[config.mk]
export PLATFORM = sky130hd
export DESIGN_NAME = fp_normalize_round
export DESIGN_NICKNAME = d
export VERILOG_FILES = /design/src/rtl/fp_normalize_round.sv
export SDC_FILE = /design/constraint.sdc
export NUM_CORES = 1
export LEC_CHECK = 0
export ABC_AREA = 1
export ABC_CLOCK_PERIOD_IN_PS = 2900
export BUFFER_PORTS_ARGS = -buffer_cell sky130_fd_sc_hd__buf_2
export CAP_MARGIN = 30
export CORE_MARGIN = 5
export CORE_UTILIZATION = 37
export CTS_CLUSTER_SIZE = 30
export DETAILED_ROUTE_END_ITERATION = 6
export PLACE_DENSITY = 0.59
export RECOVER_POWER = 50
export SYNTH_ARGS = -nofsm -noshare
export SYNTH_HDL_FRONTEND = slang
export SYNTH_SLANG_ARGS = --single-unit
[constraint.sdc]
create_clock -name clk -period 2.9 [get_ports clk]
set_input_delay 0.58 -clock clk [delete_from_list [all_inputs] [get_ports clk]]
set_output_delay 0.58 -clock clk [all_outputs]
set_load 0.02 [all_outputs]
[src/rtl/fp_normalize_round.sv]
// fp_normalize_round
//   Post-add/sub stage. It accepts the raw sign, the biased exponent and the
//   extended mantissa {carry, hidden, fraction, G, R, S}. It normalises the
//   mantissa one bit per cycle and rounds it to nearest-even. It then packs an
//   IEEE-754 word with overflow/underflow/inexact flags. Only one operation is
//   in flight at a time.
//
// Ports
//   clk, rst_n       clock and synchronous active-low reset
//   in_valid/ready   input handshake; in_ready is high only while idle
//   in_sign          result sign
//   in_exp           biased exponent of the larger operand (0 is taken as 1)
//   in_mant          {carry, hidden, fraction, G, R, S}
//   in_special       bypass request: in_special_val becomes the result
//   in_special_val   pre-formed NaN/Inf word from upstream
//   out_valid/ready  output handshake; the result is held until accepted
//   out_result       packed {sign, exponent field, fraction}
//   out_overflow     result rounded to +/-Inf
//   out_underflow    result is subnormal or zero and inexact
//   out_inexact      any of G/R/S was set after normalisation
module fp_normalize_round #(
  parameter int FRACTION = 23,
  parameter int EXPONENT = 8,
  localparam int W = FRACTION + 5,
  localparam int N = 1 + EXPONENT + FRACTION
) (
  input  logic                clk,
  input  logic                rst_n,
  input  logic                in_valid,
  output logic                in_ready,
  input  logic                in_sign,
  input  logic [EXPONENT-1:0] in_exp,
  input  logic [W-1:0]        in_mant,
  input  logic                in_special,
  input  logic [N-1:0]        in_special_val,
  output logic                out_valid,
  input  logic                out_ready,
  output logic [N-1:0]        out_result,
  output logic                out_overflow,
  output logic                out_underflow,
  output logic                out_inexact
);

  // The exponent carries two spare bits and is signed, so the +1 steps near
  // the top and the -1 steps near the bottom can never wrap around.
  localparam logic signed [EXPONENT+1:0] EXP_ONE = (EXPONENT+2)'(1);
  localparam logic signed [EXPONENT+1:0] EXP_MAX = (EXPONENT+2)'((1 << EXPONENT) - 1);

  typedef enum logic [1:0] {IDLE, NORM, ROUND, DONE} stateT;

  stateT                     state;
  stateT                     nextState;
  logic                      signReg;
  logic signed [EXPONENT+1:0] expReg;
  logic [W-1:0]              mantReg;
  logic [N-1:0]              resultReg;
  logic                      overflowReg;
  logic                      underflowReg;
  logic                      inexactReg;

  logic                      carryBit;
  logic                      normStop;
  logic                      roundUp;
  logic                      inexactNow;
  logic [FRACTION+1:0]       sumVec;
  logic [FRACTION:0]         roundMant;
  logic signed [EXPONENT+1:0] roundExp;
  logic [N-1:0]              rndResult;
  logic                      rndOverflow;
  logic                      rndUnderflow;
  logic                      rndInexact;

  assign carryBit = mantReg[W-1];

  // Left shifting stops when the hidden bit is set, when there is nothing
  // left to shift, or when the exponent has reached the subnormal floor.
  assign normStop = mantReg[W-2] || (mantReg == '0) || (expReg <= EXP_ONE);

  assign in_ready      = (state == IDLE);
  assign out_valid     = (state == DONE);
  assign out_result    = resultReg;
  assign out_overflow  = overflowReg;
  assign out_underflow = underflowReg;
  assign out_inexact   = inexactReg;

  // Next-state logic. A carry needs one right shift and then rounding. A
  // mantissa that is already normalised (or cannot be) goes straight to
  // rounding. Otherwise NORM loops on itself one left shift per cycle.
  always_comb begin
    nextState = state;
    case (state)
      IDLE:    if (in_valid) nextState = in_special ? DONE : NORM;
      NORM:    if (carryBit || normStop) nextState = ROUND;
      ROUND:   nextState = DONE;
      DONE:    if (out_ready) nextState = IDLE;
      default: nextState = IDLE;
    endcase
  end

  // Rounding and packing, evaluated on the normalised mantissa. Rounding is
  // round-to-nearest-even on {hidden, fraction}. An increment that ripples
  // into the carry position is renormalised with one right shift. The bit
  // shifted out is always zero in that case. Zero is checked first so that
  // a zero mantissa always packs as +0 with no flags, whatever the exponent.
  always_comb begin
    roundUp      = mantReg[2] & (mantReg[1] | mantReg[0] | mantReg[3]);
    inexactNow   = mantReg[2] | mantReg[1] | mantReg[0];
    sumVec       = mantReg[W-1:3] + {{(FRACTION+1){1'b0}}, roundUp};
    roundMant    = sumVec[FRACTION:0];
    roundExp     = expReg;
    rndResult    = '0;
    rndOverflow  = 1'b0;
    rndUnderflow = 1'b0;
    rndInexact   = 1'b0;
    if (sumVec[FRACTION+1]) begin
      roundMant = sumVec[FRACTION+1:1];
      roundExp  = expReg + EXP_ONE;
    end
    if (mantReg == '0) begin
      rndResult = '0;
    end else if (roundExp >= EXP_MAX) begin
      rndResult   = {signReg, {EXPONENT{1'b1}}, {FRACTION{1'b0}}};
      rndOverflow = 1'b1;
      rndInexact  = 1'b1;
    end else if (!roundMant[FRACTION]) begin
      rndResult    = {signReg, {EXPONENT{1'b0}}, roundMant[FRACTION-1:0]};
      rndUnderflow = inexactNow;
      rndInexact   = inexactNow;
    end else begin
      rndResult  = {signReg, roundExp[EXPONENT-1:0], roundMant[FRACTION-1:0]};
      rndInexact = inexactNow;
    end
  end

  // State and datapath registers. A reset at any point abandons the current
  // operation and clears all outputs. In NORM a right shift folds the
  // discarded R and S bits into the new sticky bit. A left shift fills
  // with zero.
  always_ff @(posedge clk) begin
    if (!rst_n) begin
      state        <= IDLE;
      signReg      <= 1'b0;
      expReg       <= '0;
      mantReg      <= '0;
      resultReg    <= '0;
      overflowReg  <= 1'b0;
      underflowReg <= 1'b0;
      inexactReg   <= 1'b0;
    end else begin
      state <= nextState;
      case (state)
        IDLE: begin
          if (in_valid) begin
            signReg <= in_sign;
            expReg  <= (in_exp == '0) ? EXP_ONE : {2'b00, in_exp};
            mantReg <= in_mant;
            if (in_special) begin
              resultReg    <= in_special_val;
              overflowReg  <= 1'b0;
              underflowReg <= 1'b0;
              inexactReg   <= 1'b0;
            end
          end
        end
        NORM: begin
          if (carryBit) begin
            mantReg <= {1'b0, mantReg[W-1:2], mantReg[1] | mantReg[0]};
            expReg  <= expReg + EXP_ONE;
          end else if (!normStop) begin
            mantReg <= {mantReg[W-2:0], 1'b0};
            expReg  <= expReg - EXP_ONE;
          end
        end
        ROUND: begin
          resultReg    <= rndResult;
          overflowReg  <= rndOverflow;
          underflowReg <= rndUnderflow;
          inexactReg   <= rndInexact;
        end
        default: ;
      endcase
    end
  end

endmodule
==> impl_metrics.toml, run 1 <==
[setup_path]
cpPeakStageDelay_ps = 410
critPathKind = "flop to flop"
path_cells = "nand2_1, inv_1, ha_1, nand3_1, inv_1, nand2_2, clkinv_2, nand2_2, nand2_4, nand2_8, inv_4, nand2_1, o21ai_4, nand2_1, inv_1, nand2_2, nand2_8, buf_12, nand3_2, a21oi_2"
start_kind = "flop"
cp_slowest_cell = "dfxtp_1"
critPathArrivalTime_ps = 2860
worstPathRequired_ps = 3180
worstPathMaxFanout = 19
critPathTopFamily = "simple AND/OR/NAND/NOR gates"
path_buf_inv = 6
worst_setup_path_end_kind = "flop"

[sta]
tns_ps = 0
maxSlewHeadroom = 0.502
slew_viol_final = 0
fmax_ghz = 0.388
fin_crit_sh = 0.889
grt_setup_unrepaired = "no"
period_needed_ps = 2580
fin_worst_skew_ps = 10.1
hold_viol_final = 0
finalSetupViolCount = 0
tightest_slew_ps = 747

[final_layout]
layout_common_cells = "nand2_1 (163), o21ai_0 (110), a21oi_1 (78)"
n_antenna_cell = 0
final_common_cell = "nand2_1"
areaGrowthSynthToFinish_pct = 18.8
fin_nets = 982
final_layout_size_suffix_gt1_frac = 0.192

[hold_path]
hold_class = "flop to flop"

[logic_synthesis]
synth_top_cell_by_area = "dfxtp_1"
synthTopCellsByArea = "dfxtp_1 (29%), nand2_1 (11%), o21ai_0 (10%)"
synth_area_um2 = 5330
netlist.area_leader.share = 0.285
avgSynthCellArea_um2 = 6.61
synth_seq_area_share = 0.285
ys_ff_latch = 76
synthesis.nets = 889
synth_cell_types = 42
syn_inst = 807
ys_warn_count = 0

[routing]
post-route-drc-count = 0
drt_iter0_drc = 465
routedWlPerCell_um = 15.9
drt-pass1-iter-count = 5
routed_wl_um = 17300
num_vias = 5697
antenna_left = 0
viasPerCell = 5.25

[pwr]
p_total_uw = 7240
powerDensity_nw_per_um2 = 1140
p_leak_uw = 0.00253
ir_drop_v = 0.000472

[cts]
tritoncts = "done"
clkSinkCount = 76
numCtsBuffers = 9
root_buffer = "clkbuf_16"
cts_buffer_depth = 2
hold_buffers = 0
clkTransAtPathRegs_ps = 60
clk_latency_ps = 350
htreeDepth = 3

[global_route]
grt.overflow.total = 0
grt_antenna_before_repair = 0
grt_usage = 0.205
grt_pass1_wl_um = 27500
grt_max_degree = 36
first_global_vias = 5377

[floorplanning]
row_count = 43
start_util = 0.381
coreArea_um2 = 14000
die_area_um2 = 16900
io_pins = 111
die_w_um = 130
die_h_um = 130

[placed_design]
io_buffers = 110
place.gp.congestion = 0.880
hpwl_um = 12700

[job]
cap_violations = 0

[run_status]
status = "completed"
registers in the layout (all words and copies together) (netlist names):
name	count
out_overflow	1
out_inexact	1
mantReg	28
out_result	32
state	2
out_underflow	1
expReg	10
signReg	1
routing by layer:
metal	GRT usage	up-vias	routed length, um
met3	0.0368	37	850
met4	0.0752	0	474
met5	0	-	0
met2	0.333	162	8060
li1	-	2912	-
met1	0.272	2586	7890
Yosys cell counts:
library cell and number:
a211oi_1 26, a21oi_1 78, a21oi_2 28, a221oi_1 3, a31oi_1 2, a41oi_1 1, buf_1 1, buf_2 9
buf_4 3, buf_6 3, buf_8 1, clkbuf_1 32, clkinv_1 3, clkinv_2 1, dfxtp_1 76, ha_1 8
inv_1 66, inv_4 1, nand2_1 163, nand2_2 6, nand2_4 2, nand2_8 1, nand3_1 23, nand3_2 19
nand3_4 1, nand3b_1 2, nand4_1 12, nor2_1 75, nor2_2 1, nor2_4 1, nor3_1 10, nor3b_1 1
nor4_1 4, o21ai_0 110, o21ai_1 1, o21ai_2 1, o221ai_1 1, o22ai_1 2, o311ai_1 1, o41ai_1 1
or2_2 1, xor2_1 26
layout make-up:
cell class                      count  area, um^2
Clock buffer                       10         239
Clock inverter                      6        71.3
Fill cell                        1562        7650
Inverter                           71         270
Multi-Input combinational cell    612        3330
Sequential cell                    76        1520
Tap cell                          180         225
Timing Repair Buffer              130         677
cell families after synthesis:
family	synth area share
xor+xnor	0.0427
flops	0.285
fa+ha+maj	0.0188
simple gates	0.280
compound gates	0.278
buf+inv	0.0957
tightest hold or removal path: cells and delay by family, from the launching register on:
family	cells	cell delay [ps]
DFF	1	320
and+or+nand+nor	1	60
AOI/OAI and AO/OA	1	60
report_power, final:
group | leakage [uW] | total, uW | switching [uW] | internal, uW
clock network | 0.000146 | 1170 | 474 | 697
registers | 0.000628 | 2020 | 486 | 1540
logic | 0.00176 | 4050 | 2790 | 1260
metrics by stage:
step | cell area (um^2) | util | setup slack (ps) | hold slack, ps | std cells
finish | 6340 | 0.453 | 323 | 480 | 1085
global route | 6340 | 0.453 | 33.1 | 494 | 1085
CTS | 6350 | 0.454 | 260 | 482 | 1083
detailed placement | 6040 | 0.432 | 272 | 474 | 1067
global placement | 6040 | 0.432 | 344 | 469 | 1067
floorplan | 5330 | - | 706 | 439 | 807
path summary, 6_finish.rpt:
| kind | depth (start not counted) | end | startpoint | slack (ps) |
|---|---|---|---|---|
| worst min-delay path | 2 | out_overflow$_SDFFE_PN0P_ | out_overflow$_SDFFE_PN0P_ | 480 |
| worst min register to register | 2 | out_overflow$_SDFFE_PN0P_ | out_overflow$_SDFFE_PN0P_ | 480 |
| worst max-delay path | 20 | out_result[21]$_SDFFE_PN0P_ | mantReg[2]$_SDFFE_PN0P_ | 320 |
| worst max register to register | 20 | out_result[21]$_SDFFE_PN0P_ | mantReg[2]$_SDFFE_PN0P_ | 320 |
repair_timing:
item | CTS | global route
setup endpoints to repair | 0 | 19
gates resized for setup | 0 | 2
buffers inserted | 0 | 1
Note: power is estimated with default switching activity, not from simulation.
==> run 2: changes to the inputs <==
--- a/config.mk
+++ b/config.mk
@@ -10,10 +10,11 @@
 export BUFFER_PORTS_ARGS = -buffer_cell sky130_fd_sc_hd__buf_2
 export CAP_MARGIN = 30
 export CORE_MARGIN = 5
-export CORE_UTILIZATION = 37
+export CORE_UTILIZATION = 55
+export CTS_BUF_LIST = sky130_fd_sc_hd__clkbuf_4
 export CTS_CLUSTER_SIZE = 30
 export DETAILED_ROUTE_END_ITERATION = 6
-export PLACE_DENSITY = 0.59
+export PLACE_DENSITY = 0.81
 export RECOVER_POWER = 50
 export SYNTH_ARGS = -nofsm -noshare
 export SYNTH_HDL_FRONTEND = slang
==> run 2 against run 1 <==
Clock-buffer cell count decreased by 1. Sequential share of layout area up 1.1 points. Hold slack got worse by 100 ps. Critical path depth is the same. Combinational power fell by 2%. Critical path type unchanged. Highest routed layer unchanged.
==> impl_metrics.toml, run 2 (synthesis results as in run 1) <==
[cts]
cts_buffer_depth = 2
clk_latency_ps = 470
clkSinkCount = 76
numCtsBuffers = 9
clkTransAtPathRegs_ps = 150
root_buffer = "clkbuf_4"
htreeDepth = 3
postCtsSetupRepairBufs = 0
tritoncts = "done"

[routing]
routed_wl_um = 15500
viasPerCell = 5.62
routedWlPerCell_um = 15.0
post-route-drc-count = 0
num_vias = 5821
antenna_left = 0
drt-pass1-iter-count = 5
drt_iter0_drc = 420

[floorplanning]
io_pins = 111
coreArea_um2 = 9590
die_w_um = 108
die_h_um = 108
die_area_um2 = 11800
row_count = 36
start_util = 0.556

[final_layout]
final_common_cell = "nand2_1"
largest_reg_flops = 32
areaGrowthSynthToFinish_pct = 13.9
fillerInstances = 951
multiInputGateArea_um2 = 3330
regArea_um2 = 1520
final_layout_size_suffix_gt1_frac = 0.191
fin_nets = 979
n_antenna_cell = 0
layout_common_cells = "nand2_1 (163), o21ai_0 (110), a21oi_1 (78)"

[setup_path]
critPathKind = "flop to flop"
worst_setup_path_end_kind = "flop"
r2r_setup_slack_ps = 310
critPathArrivalTime_ps = 2990
worstPathRequired_ps = 3300
worstPathMaxFanout = 28
start_kind = "flop"

[sta]
fin_crit_sh = 0.895
finalSetupViolCount = 0
grt_setup_unrepaired = "no"
worst_hold_slack_ps = 381
slew_viol_final = 0
period_needed_ps = 2590
tns_ps = 0
fmax_ghz = 0.385
tightest_slew_ps = 598
hold_viol_final = 0
maxSlewHeadroom = 0.602
fin_worst_skew_ps = 30.4

[pwr]
p_leak_uw = 0.00245
powerDensity_nw_per_um2 = 1090
ir_drop_v = 0.000838

[placed_design]
io_buffers = 110
hpwl_um = 11400
place.gp.congestion = 0.936

[global_route]
grt.overflow.total = 0
grt_max_degree = 36
grt_antenna_before_repair = 0
grt_pass1_wl_um = 24800
grt_usage = 0.259
first_global_vias = 5215

[hold_path]
hold_class = "input port to flop"

[job]
cap_violations = 0

[run_status]
status = "completed"
run 2: cell types whose count changed in the layout (fill, tap and decap cells not counted), moves of 2 or more:
cell       delta
clkbuf_4      +9
inv_8         +2
buf_4         -3
dfxtp_1       -2
clkbuf_16     -9
dfxtp_2       +2
run 2: path summary, 6_finish.rpt:
check	start	to	cells past startpoint
min reg2reg	out_overflow$_SDFFE_PN0P_	out_overflow$_SDFFE_PN0P_	2
min	in_mant[27]	mantReg[27]$_SDFFE_PN0P_	3
max	mantReg[2]$_SDFFE_PN0P_	out_result[5]$_SDFFE_PN0P_	20
max reg2reg	mantReg[2]$_SDFFE_PN0P_	out_result[5]$_SDFFE_PN0P_	20
run 2: report_power, final:
group | switching, uW | internal [uW]
Combinational | 2730 | 1240
Sequential | 485 | 1530
Clock | 463 | 198
Total | 3670 | 2970
run 2: routing by layer:
metal,global-route usage,part of all wire
met5,0,0
met4,0.0956,0.029
met3,0.0358,0.067
met2,0.430,0.48
met1,0.343,0.43
run 2: worst max-delay path, stage by stage, from the launching register on:
cell	delay, ps
dfxtp_2	400
nand2_1	60
inv_1	60
ha_1	170
nand3_1	130
inv_1	100
nand2_2	100
clkinv_2	100
nand2_2	70
nand2_4	130
nand2_8	150
inv_4	110
nand2_1	80
o21ai_4	110
nand2_1	80
inv_1	70
nand2_2	90
nand2_8	170
buf_12	170
nand3_2	70
a21oi_2	110
run 2: cell type report:
cell class	count	share of cell area
clock buffers	9	0.0111
clock inverters	7	0.0107
inverters	71	0.0445
multi-input cells	611	0.547
flip-flops and latches	76	0.251
well taps	133	0.0274
repair buffers	128	0.108
run 2: stage by stage:
stage | setup slack (ps) | cells | utilization | total power [uW] | area, um^2
final | 306 | 1035 | 0.633 | 6650 | 6080
after global routing | 27.0 | 1035 | 0.633 | 7170 | 6080
after CTS | 210 | 1035 | 0.636 | 6630 | 6100
after detailed placement | 236 | 1019 | 0.622 | 5970 | 5970
after global placement | 345 | 1019 | 0.622 | 5910 | 5970
after floorplan | 706 | 807 | - | 4880 | 5330
run 2: repair_timing:
item | CTS | global route
hold buffers | 0 | 0
endpoints found under the setup margin | 0 | 14
gates resized for setup | 0 | 5
